[src/rtl/onehot_priority.sv]
// Fixed-priority one-hot picker: grants the lowest (or highest) set request bit.
module onehot_priority #(
   parameter int W_INPUT      = 8,
   parameter int HIGHEST_WINS = 0
) (
   input  logic [W_INPUT-1:0] i_req,
   output logic [W_INPUT-1:0] o_grant
);

   // Scan from the losing end toward the winning end so the last hit is the winner.
   always_comb begin
      o_grant = '0;
      if (HIGHEST_WINS != 0) begin
         for (int i = 0; i < W_INPUT; i++) begin
            if (i_req[i]) begin
               o_grant    = '0;
               o_grant[i] = 1'b1;
            end
         end
      end else begin
         for (int i = W_INPUT - 1; i >= 0; i--) begin
            if (i_req[i]) begin
               o_grant    = '0;
               o_grant[i] = 1'b1;
            end
         end
      end
   end

endmodule

[src/rtl/pending_bitmap_dispatcher.sv]
// Sticky pending-event bitmap served one index at a time over a valid/ready port.
module pending_bitmap_dispatcher #(
   parameter int W_INPUT      = 8,
   parameter int HIGHEST_WINS = 0
) (
   input  logic                         clk,
   input  logic                         rst_n,
   input  logic [W_INPUT-1:0]           set_in,
   input  logic [W_INPUT-1:0]           clr_in,
   output logic [W_INPUT-1:0]           pending,
   output logic                         out_vld,
   input  logic                         out_rdy,
   output logic [$clog2(W_INPUT)-1:0]   out_idx,
   output logic [W_INPUT-1:0]           out_onehot
);

   localparam int W_INDEX = $clog2(W_INPUT);

   localparam logic IDLE  = 1'b0;
   localparam logic OFFER = 1'b1;

   logic                 r_state;
   logic [W_INPUT-1:0]   r_pending;
   logic                 r_vld;
   logic [W_INPUT-1:0]   r_onehot;
   logic [W_INDEX-1:0]   r_idx;

   logic                 w_hs;
   logic [W_INPUT-1:0]   w_next;
   logic [W_INPUT-1:0]   w_sel_in;
   logic [W_INPUT-1:0]   w_pick;

   // OR together the indices of set bits; with a one-hot input this is the binary index.
   function automatic logic [W_INDEX-1:0] onehot_to_bin(input logic [W_INPUT-1:0] oh);
      logic [W_INDEX-1:0] b;
      b = '0;
      for (int i = 0; i < W_INPUT; i++) begin
         if (oh[i]) b = b | W_INDEX'(i);
      end
      return b;
   endfunction

   assign w_hs   = r_vld & out_rdy;
   // set wins over clr, clr wins over service
   assign w_next = (r_pending & ~clr_in & ~(w_hs ? r_onehot : '0)) | set_in;
   // IDLE picks from the registered bitmap; OFFER re-picks from the post-handshake bitmap.
   assign w_sel_in = (r_state == OFFER) ? w_next : r_pending;

   onehot_priority #(
      .W_INPUT      (W_INPUT),
      .HIGHEST_WINS (HIGHEST_WINS)
   ) u_pick (
      .i_req   (w_sel_in),
      .o_grant (w_pick)
   );

   // Pending bitmap and offer FSM; an offer is only replaced or dropped on a handshake.
   always_ff @(posedge clk) begin
      if (!rst_n) begin
         r_state   <= IDLE;
         r_pending <= '0;
         r_vld     <= 1'b0;
         r_onehot  <= '0;
         r_idx     <= '0;
      end else begin
         r_pending <= w_next;
         case (r_state)
            IDLE: begin
               if (r_pending != '0) begin
                  r_onehot <= w_pick;
                  r_idx    <= onehot_to_bin(w_pick);
                  r_vld    <= 1'b1;
                  r_state  <= OFFER;
               end
            end
            OFFER: begin
               if (w_hs) begin
                  if (w_next != '0) begin
                     r_onehot <= w_pick;
                     r_idx    <= onehot_to_bin(w_pick);
                  end else begin
                     r_onehot <= '0;
                     r_idx    <= '0;
                     r_vld    <= 1'b0;
                     r_state  <= IDLE;
                  end
               end
            end
            default: r_state <= IDLE;
         endcase
      end
   end

   assign pending    = r_pending;
   assign out_vld    = r_vld;
   assign out_idx    = r_idx;
   assign out_onehot = r_onehot;

endmodule

[config.mk]
export PLATFORM = sky130hd
export DESIGN_NAME = pending_bitmap_dispatcher
export DESIGN_NICKNAME = d
export VERILOG_FILES = /design/src/rtl/onehot_priority.sv /design/src/rtl/pending_bitmap_dispatcher.sv
export SDC_FILE = /design/constraint.sdc
export NUM_CORES = 1
export LEC_CHECK = 0
export ABC_AREA = 1
export CAP_MARGIN = 10
export CORE_ASPECT_RATIO = 0.8
export CORE_MARGIN = 5
export CORE_UTILIZATION = 42
export CTS_CLUSTER_SIZE = 20
export DETAILED_ROUTE_END_ITERATION = 6
export PLACE_DENSITY = 0.77
export SYNTH_ARGS = -nofsm -noshare
export SYNTH_HDL_FRONTEND = slang
export SYNTH_SLANG_ARGS = --single-unit
[constraint.sdc]
create_clock -name clk -period 1.24 [get_ports clk]
set_input_delay 0.248 -clock clk [delete_from_list [all_inputs] [get_ports clk]]
set_output_delay 0.248 -clock clk [all_outputs]
set_load 0.005 [all_outputs]
# Word level (Yosys, flattened, before mapping)
# Cells that the tools add are included.
totals:
  ff_bits: 21
  input_bits: 19
op_classes:
  n_eq_ne: 3
  n_mux: 33
  n_reduce_logical: 4
  bitwise: 7
op_table:
  columns: ["cell", "n"]
  rows:
  - ["$mux 8", 13]
  - ["$mux 3", 7]
  - ["$and 8x8->8", 2]
  - ["$not 8->8", 2]
  - ["$pmux 8 s2", 1]
  - ["$reduce_bool 8->1", 2]
  - ["$or 8x8->8", 1]
  - ["$mux 1", 7]
  - ["$pmux 3 s2", 1]
  - ["$mux 2", 2]
  - ["$ne 2x2->1 const B", 2]
  - ["$pmux 1 s2", 2]
  - ["$reduce_and 3->1", 1]
  - ["$ne 2x1->1 const B", 1]
  - ["$reduce_and 2->1", 1]
  - ["$and 1x1->1", 1]
  - ["$not 1->1", 1]

# Longest topological paths before layout
# Gate-level depths: netlist of the first run.
logic_depth:
  depth_word: 24
  depth_mapped: 12
  mapped_depth_nobuf: 12

# Cells and area by module
# From an unflattened synthesis of the first run, not the netlist that was laid out.
unflattened:
  hier_cells: 198
  hier_area_um2: 1241.2
modules_own_cells:
  columns: ["mod", "instances", "seq_area_each_um2", "cells_each", "area_each_um2"]
  rows:
  - ["pending_bitmap_dispatcher", 1, 420.4, 173, 1136.1]
  - ["onehot_priority", 1, 0.0, 25, 105.1]

# Least setup slack after synthesis of the first run
# No wires, ideal clock.
synth_path:
  path_type: "flip-flop to flip-flop"
  from: "register r_vld, in the netlist out_vld"
  to: "register r_idx[0], in the netlist out_idx[0]"
  stages_incl_launch_ff: 12
  path_slack_ns: -0.124
  t_arrival_ns: 1.297
  t_required_ns: 1.173
  synth_period_minus_slack_ns: 1.364
  n_path_buf: 1
  cell_sequence: "dfxtp_1 -> buf_6 -> nand3_2 -> nand2_2 -> nand3_2 -> nand2_4 -> nand2_4 -> nor2_8 -> nand2_2 -> nand3_1 -> nand2_1 -> a21oi_2"
synth_via:
  elab_chain_len: 23
  word_cells_on_any_way: 28
  classes_between: "1 x eq/ne; 21 x mux; 4 x bitwise; 2 x reduce/logical"
synth_rtl:
  columns: ["element", "line_no", "source"]
  rows:
  - ["start: declaration", "pending_bitmap_dispatcher.sv:24", "logic r_vld;"]
  - ["start signal: assignment", "pending_bitmap_dispatcher.sv:62", "r_vld <= 1'b0;"]
  - ["start signal: assignment", "pending_bitmap_dispatcher.sv:72", "r_vld <= 1'b1;"]
  - ["start signal: assignment", "pending_bitmap_dispatcher.sv:84", "r_vld <= 1'b0;"]
  - ["$and 1x1->1 (*)", "pending_bitmap_dispatcher.sv:43", "assign w_hs = r_vld & out_rdy;"]
  - ["$mux 8", "pending_bitmap_dispatcher.sv:45", "assign w_next = (r_pending & ~clr_in & ~(w_hs ? r_onehot : '0)) | set_in;"]
  - ["$not 8->8", "pending_bitmap_dispatcher.sv:45", null]
  - ["$and 8x8->8", "pending_bitmap_dispatcher.sv:45", null]
  - ["$or 8x8->8", "pending_bitmap_dispatcher.sv:45", null]
  - ["$mux 8", "pending_bitmap_dispatcher.sv:47", "assign w_sel_in = (r_state == OFFER) ? w_next : r_pending;"]
  - ["$mux 8 (7 in series)", "onehot_priority.sv:22", "if (i_req[i]) begin"]
  - ["$mux 1", "pending_bitmap_dispatcher.sv:38", "if (oh[i]) b = b | W_INDEX'(i);"]
  - ["$mux 2 (2 in series)", "pending_bitmap_dispatcher.sv:38", null]
  - ["$mux 3 (4 in series)", "pending_bitmap_dispatcher.sv:38", null]
  - ["$mux 3", "pending_bitmap_dispatcher.sv:78", "if (w_next != '0) begin"]
  - ["$mux 3", "pending_bitmap_dispatcher.sv:77", "if (w_hs) begin"]
  - ["$pmux 3 s2", "pending_bitmap_dispatcher.sv:67", "case (r_state)"]
  - ["end signal: assignment", "pending_bitmap_dispatcher.sv:71", "r_idx <= onehot_to_bin(w_pick);"]
  - ["end signal: assignment", "pending_bitmap_dispatcher.sv:80", "r_idx <= onehot_to_bin(w_pick);"]
  - ["end: declaration", "pending_bitmap_dispatcher.sv:26", "logic [W_INDEX-1:0] r_idx;"]
# Every way passes the cells marked *; elsewhere a longest branch is shown, timed or not. The select of a mux whose other input is x is not followed.
# A chain may end at the register's enable or synchronous reset.

# Worst setup path after layout of the first run
layout_path:
  from: "register r_pending[1], in the netlist pending[1]"
  to: "register r_state"
layout_via:
  elab_chain_len: 7
  word_cells_on_any_way: 9
  classes_between: "4 x mux; 3 x bitwise; 2 x reduce/logical"
layout_rtl:
  columns: ["element", "line_no", "source"]
  rows:
  - ["start: declaration", "pending_bitmap_dispatcher.sv:23", "logic [W_INPUT-1:0] r_pending;"]
  - ["start signal: assignment", "pending_bitmap_dispatcher.sv:66", "r_pending <= w_next;"]
  - ["$and 8x8->8 (2 in series)", "pending_bitmap_dispatcher.sv:45", null]
  - ["$or 8x8->8", "pending_bitmap_dispatcher.sv:45", null]
  - ["$reduce_bool 8->1", "pending_bitmap_dispatcher.sv:78", null]
  - ["$mux 1", "pending_bitmap_dispatcher.sv:78", null]
  - ["$mux 1", "pending_bitmap_dispatcher.sv:77", null]
  - ["$pmux 1 s2 (*)", "pending_bitmap_dispatcher.sv:67", null]
  - ["end signal: assignment", "pending_bitmap_dispatcher.sv:73", "r_state <= OFFER;"]
  - ["end signal: assignment", "pending_bitmap_dispatcher.sv:85", "r_state <= IDLE;"]
  - ["end signal: assignment", "pending_bitmap_dispatcher.sv:89", "default: r_state <= IDLE;"]
  - ["end: declaration", "pending_bitmap_dispatcher.sv:22", "logic r_state;"]
# Every way passes the cells marked *; elsewhere a longest branch is shown, timed or not.

==> out/qor.txt, run 1 <==
STATUS
--------------------------------------------------------------------------------------------------
Failing checks                                                                        setup timing
Run status                                                                            complete, but fails checks

PLACEMENT
--------------------------------------------------------------------------------------------------
Number of input and output port buffers inserted                                                38
Routability-driven placement congestion ratio                                                0.858
Post-detail-place hpwl                                                                     2.81 mm
Cell count after placement                                                                     304
Standard cell area after detailed placement                                               1990 um2
Place WS                                                                                 -0.706 ns

DRT
--------------------------------------------------------------------------------------------------
Detailed-route DRC error count                                                                   0
Routed len/inst                                                                            15.0 um
Pre-antenna DRT Iters                                                                            6
Number of DRC violations after detailed-routing iteration 0                                     83
Vias per inst                                                                                 4.89
Total wire length                                                                          4.91 mm
Routed vias                                                                                   1600
Final ANT Viol Nets                                                                              0

TIMING
--------------------------------------------------------------------------------------------------
Final period demand of the worst path                                                      1.61 ns
Final Worst Setup Slack                                                                  -0.366 ns
Worst Tran Pin Value                                                                      0.234 ns
Setup-failing EPs final                                                                         13
F_max                                                                                      622 MHz
Final setup skew                                                                        0.00560 ns
Setup TNS Final                                                                           -3.73 ns
Final hold violation count                                                                       0
Worst-case headroom to the max-slew limit                                                    84.3%
Final worst path period share                                                                 130%
Fin. max-slew vios                                                                               0
RSZ-0062 raised after global routing                                                          true

CLOCK NETWORK
--------------------------------------------------------------------------------------------------
Total CTS buffers                                                                                3
Root Buffer                                                                               clkbuf_8
Total number of clock tree sinks                                                                21
Buffer depth of the longest clock path                                                           2
Clock transition time at the flip-flop clock pins of the worst setup and hold paths        0.08 ns
CTS tree                                                                                      done
Clock insertion delay at the later pin of the skew report                                  0.28 ns
Level count of the clock H-tree                                                                  1

LOGIC SYNTHESIS
--------------------------------------------------------------------------------------------------
Post-synthesis sequential area ratio                                                         33.2%
Yosys warns                                                                                      0
Number of register bits inferred by synthesis                                                   21
Syn_nets                                                                                       212
Mean instance size in the synthesized netlist                                             6.56 um2
Commonest register cell after synthesis                                                    dfxtp_1
Synthesized netlist cell count                                                                 193
Async set-reset flop share out of synthesis                                                     0%
Post-synth design cell area                                                               1270 um2
Number of flops mapped to enable cells by yosys                                                  0
Number of distinct library cells after synthesis                                                22

PWR
--------------------------------------------------------------------------------------------------
Fraction of power spent switching nets                                                       32.7%
Net switching power of the design                                                       0.000629 W
Proportion of power drawn by the clock network                                               24.8%
Register share of total power                                                                38.4%
Peak ir drop on the vdd network                                                           0.629 mV
Combinational group share of total power                                                     36.8%
Power Density                                                                           809 nW/um2
Internal                                                                                 0.00129 W
Static leakage                                                                             1.17 nW

DIE
--------------------------------------------------------------------------------------------------
Starting density of the core                                                                 44.8%
Top Ports                                                                                       39
Width of the die                                                                           71.4 um
Core Box Area                                                                             2830 um2
Floorplan row count                                                                             17
DIE AREA                                                                                  4220 um2
Die extent in y                                                                            59.1 um

CELLS AND AREA
--------------------------------------------------------------------------------------------------
Number of diodes                                                                                 0
Total area of multi-input combinational cells                                              847 um2
Final Non-Filler Cells                                                                         327
Fin area                                                                                  2380 um2
Utilization after layout                                                                     84.1%
Ratio of cells with drive above 1 in the final layout                                        49.1%
Post-layout nets                                                                               309
Most common cell after layout, fill and taps aside                                           buf_4
Fill cells                                                                                     182
Register area                                                                              445 um2
Signed area change from the synthesized netlist to the final layout                          87.8%
Most used cells in the layout excluding fill and tap cells                            buf_4, nand2_1, inv_1, nor2_1

FLOW RUN
--------------------------------------------------------------------------------------------------
Number of max-capacitance violations reported                                                    0

SETUP PATH
--------------------------------------------------------------------------------------------------
Depth of the worst register-to-register path                                                    10
Startpoint type of the worst setup path                                                       flop
Setup slack, reg-to-reg                                                                   -0.37 ns
Endpoint kind of the worst setup timing path                                                  flop
Start point of the critical path                                                        pending[1]
R2r startpoint                                                                          pending[1]
Crit Path Category                                                                    flop to flop
Data arrival time of the worst path                                                        1.79 ns
WP data required                                                                           1.42 ns
Biggest fanout along the worst timing path                                                       3
R2r endpoint                                                                               r_state

HOLD PATH
--------------------------------------------------------------------------------------------------
Worst hold stages                                                                                2
Class of the worst hold path                                                          flop to flop
Endpoint of the worst hold-timing path                                                  out_idx[0]
HP Start                                                                                out_idx[0]

GRT
--------------------------------------------------------------------------------------------------
Via count of the first global-routing pass                                                    1565
GRT overflow                                                                                     0
Total track usage                                                                            20.9%
Wire length of the first global-routing pass                                               6.91 mm
Largest net degree at the start of global routing                                               21
Number of antenna violations at the first check in global routing                                0

sequential cells by signal, indices dropped and copies added (netlist names):
register,cells
pending,8
out_vld,1
out_onehot,8
out_idx,3
r_state,1
layout make-up:
| type | instances | share of cell area [%] |
|---|---|---|
| clock buffers | 3 | 1.74 |
| multi-input cells | 135 | 35.6 |
| flip-flops and latches | 21 | 18.7 |
| well taps | 38 | 2.00 |
| repair buffers | 98 | 36.7 |
| inverters | 31 | 5.00 |
| clock inverters | 1 | 0.210 |
power groups by stage:
stage               Combinational, W  Clock (W)  Sequential, W
finish                      0.000707   0.000477       0.000740
global placement            0.000535          0       0.000755
CTS                         0.000614   0.000468       0.000737
global route                0.000757   0.000509       0.000744
floorplan                   0.000262          0       0.000752
detailed placement          0.000544          0       0.000755
per-stage QoR:
stage	hold slack, ns	power (W)
after floorplan	0.378	0.00101
after global routing	0.490	0.00201
after global placement	0.466	0.00129
after CTS	0.475	0.00182
final	0.467	0.00192
after detailed placement	0.467	0.00130
synthesized netlist by cell type (2+ instances only):
library cell | instances | area share, %
nand3_1 | 16 | 6.3
clkbuf_1 | 2 | 0.59
a21oi_1 | 12 | 4.7
nor2_1 | 28 | 8.3
buf_4 | 2 | 1.2
a21oi_2 | 2 | 1.4
nand2_4 | 3 | 2.7
dfxtp_1 | 21 | 33
nand2_1 | 50 | 15
nand3_2 | 6 | 4.7
nand2_2 | 7 | 3.5
buf_6 | 2 | 1.8
nand4_1 | 4 | 2.0
inv_1 | 29 | 8.6
inv_2 | 2 | 0.59
worst max path at each step:
stage,to,slack (ns),cells after the start
after floorplan,out_idx[2],-0.09,11
after global placement,r_state,-0.67,10
after detailed placement,r_state,-0.71,10
after CTS,out_idx[0],-0.20,12
after global routing,r_state,-0.47,10
final,r_state,-0.37,10
critical path, cell delays in order (launching register included):
cell and delay, ns:
dfxtp_2 0.33, inv_2 0.06, nand4_1 0.13, nor2_1 0.24, buf_4 0.16, buf_4 0.09
buf_4 0.09, buf_4 0.09, buf_4 0.09, nand2_1 0.05, and3_4 0.18
cell families (layout without fill, tap and decap cells):
kind of cell           count (synthesis)  in the layout  share of synthesized area (%)
flip-flops                            21             21                           33.2
buffers and inverters                 37            133                           12.7
AND/OR/NAND/NOR                      117            117                           45.0
AO/OA/AOI/OAI                         18             18                           9.09
metal layers:
| layer | track usage [%] | routed length, um | vias to the layer above |
|---|---|---|---|
| met1 | 23.7 | 2030 | 727 |
| met4 | 7.24 | 130 | 0 |
| met3 | 5.76 | 292 | 15 |
| met2 | 38.0 | 2460 | 63 |
| met5 | 0 | 0 | - |
| li1 | - | - | 795 |
what timing repair did:
item,in CTS,in global routing
hold buffers,0,0
pin swaps,9,19
resized for setup,65,42
setup buffers,14,5
gates cloned,0,0
setup endpoints to repair,34,28
Note: power is estimated with default switching activity, not from simulation.
==> inputs of run 2 (changes only) <==
--- a/config.mk
+++ b/config.mk
@@ -6,7 +6,6 @@
 export NUM_CORES = 1
 export LEC_CHECK = 0
 export ABC_AREA = 1
-export CAP_MARGIN = 10
 export CORE_ASPECT_RATIO = 0.8
 export CORE_MARGIN = 5
 export CORE_UTILIZATION = 42
==> results of run 2 <==
The final DEF is identical to that of run 1; final timing and power are the same.
==> inputs of run 3 (changes only) <==
--- a/config.mk
+++ b/config.mk
@@ -6,12 +6,12 @@
 export NUM_CORES = 1
 export LEC_CHECK = 0
 export ABC_AREA = 1
-export CORE_ASPECT_RATIO = 0.8
+export CORE_ASPECT_RATIO = 1.75
 export CORE_MARGIN = 5
 export CORE_UTILIZATION = 42
-export CTS_CLUSTER_SIZE = 20
+export CTS_CLUSTER_SIZE = 30
 export DETAILED_ROUTE_END_ITERATION = 6
-export PLACE_DENSITY = 0.77
+export PLACE_DENSITY_LB_ADDON = 0.05
 export SYNTH_ARGS = -nofsm -noshare
 export SYNTH_HDL_FRONTEND = slang
 export SYNTH_SLANG_ARGS = --single-unit
==> run 3 against run 2 <==
The run still ends with setup timing left. Global-route usage decreased by 0.53 points. Clock skew shrank 0.0033 ns. Clock-buffer cell count rose by 1. Highest routed layer unchanged. Cell area shrank 5.7%. Critical path type unchanged. Via count down 2.8%. Non-clock buffer count fell by 7.
==> out/qor.txt, run 3 (synthesized netlist as in run 1, its figures left out) <==
SETUP PATH
--------------------------------------------------------------------------------------------------
R2r startpoint                                                                             out_vld
Critical path's top delay family                                                      simple AND/OR/NAND/NOR gates
Endpoint kind of the worst setup timing path                                                  flop
Cell breakdown of the critical path                                                   buf_6 > nand3_2 > nand2_2 > nand3_2 > nand2_2 > nand2_4 > nor2_8 > o21ai_1 > nand3_1 > nand2_1 > a21oi_2
WP data required                                                                           1.44 ns   +0.02 ns
Count of buffer and inverter cells on the critical path                                          1   -5
Crit path largest cell delay                                                               0.39 ns   +0.06 ns
Crit Path Category                                                                    flop to flop
Startpoint type of the worst setup path                                                       flop
Depth of the worst register-to-register path                                                    11   +1
Data arrival time of the worst path                                                        1.71 ns   -0.08 ns
Biggest fanout along the worst timing path                                                       7   +4
Worst path slowest cell                                                                    dfxtp_4
R2r endpoint                                                                            out_idx[2]
Setup slack, reg-to-reg                                                                   -0.27 ns   +0.10 ns

DIE
--------------------------------------------------------------------------------------------------
Starting density of the core                                                                 43.2%   -1.5 points
Floorplan row count                                                                             26   +9
Width of the die                                                                           51.5 um   -28%
Top Ports                                                                                       39   unchanged
Die extent in y                                                                            82.6 um   +40%
Core Box Area                                                                             2930 um2   +3.5%
DIE AREA                                                                                  4260 um2   +0.86%

CLOCK NETWORK
--------------------------------------------------------------------------------------------------
Buffer depth of the longest clock path                                                           2   unchanged
CTS tree                                                                                      done
Clock insertion delay at the later pin of the skew report                                  0.26 ns   -0.02 ns
Clock transition time at the flip-flop clock pins of the worst setup and hold paths        0.08 ns   about the same
Number of buffers inserted by hold repair at cts                                                 0   unchanged
Level count of the clock H-tree                                                                  1   unchanged
Total number of clock tree sinks                                                                21   unchanged
Root Buffer                                                                               clkbuf_8
Total CTS buffers                                                                                3   unchanged

FLOW RUN
--------------------------------------------------------------------------------------------------
Number of max-capacitance violations reported                                                    0   unchanged

DRT
--------------------------------------------------------------------------------------------------
Vias per inst                                                                                 5.02   +2.6%
Routed len/inst                                                                            13.8 um   -8.1%
Total wire length                                                                          4.28 mm   -13%
Pre-antenna DRT Iters                                                                            4   -2
Final ANT Viol Nets                                                                              0   unchanged
Number of DRC violations after detailed-routing iteration 0                                     51   -39%
Detailed-route DRC error count                                                                   0   unchanged
Routed vias                                                                                   1556   -2.8%

TIMING
--------------------------------------------------------------------------------------------------
Setup-failing EPs final                                                                         14   +1
Final Worst Setup Slack                                                                  -0.268 ns   +0.0987 ns
RSZ-0062 raised after global routing                                                          true
Final hold violation count                                                                       0   unchanged
F_max                                                                                      663 MHz   +6.5%
Hold slack final                                                                          0.476 ns   +0.00911 ns
Worst-case headroom to the max-slew limit                                                    84.8%   +0.52 points
Fin. max-slew vios                                                                               0   unchanged
Final setup skew                                                                        0.00226 ns   -0.00334 ns
Final period demand of the worst path                                                      1.51 ns   -0.0987 ns
Worst Tran Pin Value                                                                      0.227 ns   -0.00732 ns
Final worst path period share                                                                 122%   -8.0 points

HOLD PATH
--------------------------------------------------------------------------------------------------
Worst hold stages                                                                                2   unchanged
HP Start                                                                                out_idx[2]
Endpoint of the worst hold-timing path                                                  out_idx[2]
Class of the worst hold path                                                          flop to flop

CELLS AND AREA
--------------------------------------------------------------------------------------------------
Signed area change from the synthesized netlist to the final layout                          77.1%
Utilization after layout                                                                     76.6%   -7.5 points
Post-layout nets                                                                               302   -2.3%
Final Non-Filler Cells                                                                         310   -5.2%
Number of diodes                                                                                 0   unchanged
Ratio of cells with drive above 1 in the final layout                                        47.2%   -2.0 points
Most common cell after layout, fill and taps aside                                           buf_4
Most used cells in the layout excluding fill and tap cells                            buf_4, nand2_1, inv_1, nor2_1, nand2_2

STATUS
--------------------------------------------------------------------------------------------------
Failing checks                                                                        setup timing
Run status                                                                            complete, but fails checks

PWR
--------------------------------------------------------------------------------------------------
Power Density                                                                           822 nW/um2   +1.7%
Post-route total power                                                                   0.00184 W   -4.2%
Static leakage                                                                             1.11 nW   -4.9%
Peak ir drop on the vdd network                                                           0.707 mV   +13%

PLACEMENT
--------------------------------------------------------------------------------------------------
Cell count after placement                                                                     293   -3.6%
Routability-driven placement congestion ratio                                                0.851   -0.77%
Post-detail-place hpwl                                                                     3.21 mm   +14%
Number of input and output port buffers inserted                                                38   unchanged

GRT
--------------------------------------------------------------------------------------------------
Via count of the first global-routing pass                                                    1595   +1.9%
Total track usage                                                                            20.4%   -0.53 points
Largest net degree at the start of global routing                                               21   unchanged
GRT overflow                                                                                     0   unchanged
Wire length of the first global-routing pass                                               6.55 mm   -5.2%
Number of antenna violations at the first check in global routing                                0   unchanged

-- run 3: worst reg2reg max path: stages, from the launching register on --
cell and delay (ns):
dfxtp_4 0.39, buf_6 0.12, nand3_2 0.06, nand2_2 0.08
nand3_2 0.09, nand2_2 0.10, nand2_4 0.07, nor2_8 0.17
o21ai_1 0.10, nand3_1 0.09, nand2_1 0.07, a21oi_2 0.11
-- run 3: final cells by class --
type | instances | area [um2]
clock buffer | 4 | 45.0
fill | 222 | 686
inverter | 31 | 119
multi-input combinational | 135 | 793
sequential | 21 | 445
tap | 28 | 35.0
timing repair buffer | 91 | 805
-- run 3: worst max-delay path by stage --
stage               cells after the start  startpoint    endpoint
finish                                 11     out_vld  out_idx[2]
floorplan                              11     out_vld  out_idx[2]
global placement                       12     out_rdy  out_idx[0]
detailed placement                     12     out_rdy  out_idx[1]
global route                           11     out_vld  out_idx[1]
CTS                                    11     out_vld  out_idx[1]
-- run 3: through the flow --
| stage | area (um2) | TNS [ns] | worst slack [ns] |
|---|---|---|---|
| floorplan | 1280 | -0.459 | -0.0921 |
| global placement | 1970 | -8.16 | -0.638 |
| detailed placement | 1970 | -9.18 | -0.689 |
| CTS | 2100 | -2.33 | -0.255 |
| global route | 2240 | -3.78 | -0.365 |
| finish | 2240 | -2.43 | -0.268 |
-- run 3: routing by layer --
layer / GRT usage (%) / share of wire, %
met5: 0 / 0
met4: 9.97 / 3.4
met1: 17.9 / 35
met3: 3.59 / 3.8
met2: 42.2 / 58
-- run 3: where the power goes --
group | total [W] | switching (W) | leakage, nW | internal [W]
clock network | 0.000453 | 0.000225 | 0.0228 | 0.000229
logic | 0.000646 | 0.000315 | 0.912 | 0.000332
registers | 0.000744 | 0.0000283 | 0.179 | 0.000715
total | 0.00184 | 0.000567 | 1.11 | 0.00128
-- run 3: what timing repair did --
action,CTS,global route
pin swaps,15,23
buffers inserted,7,6
setup endpoints to repair,34,26
resized for setup,50,45
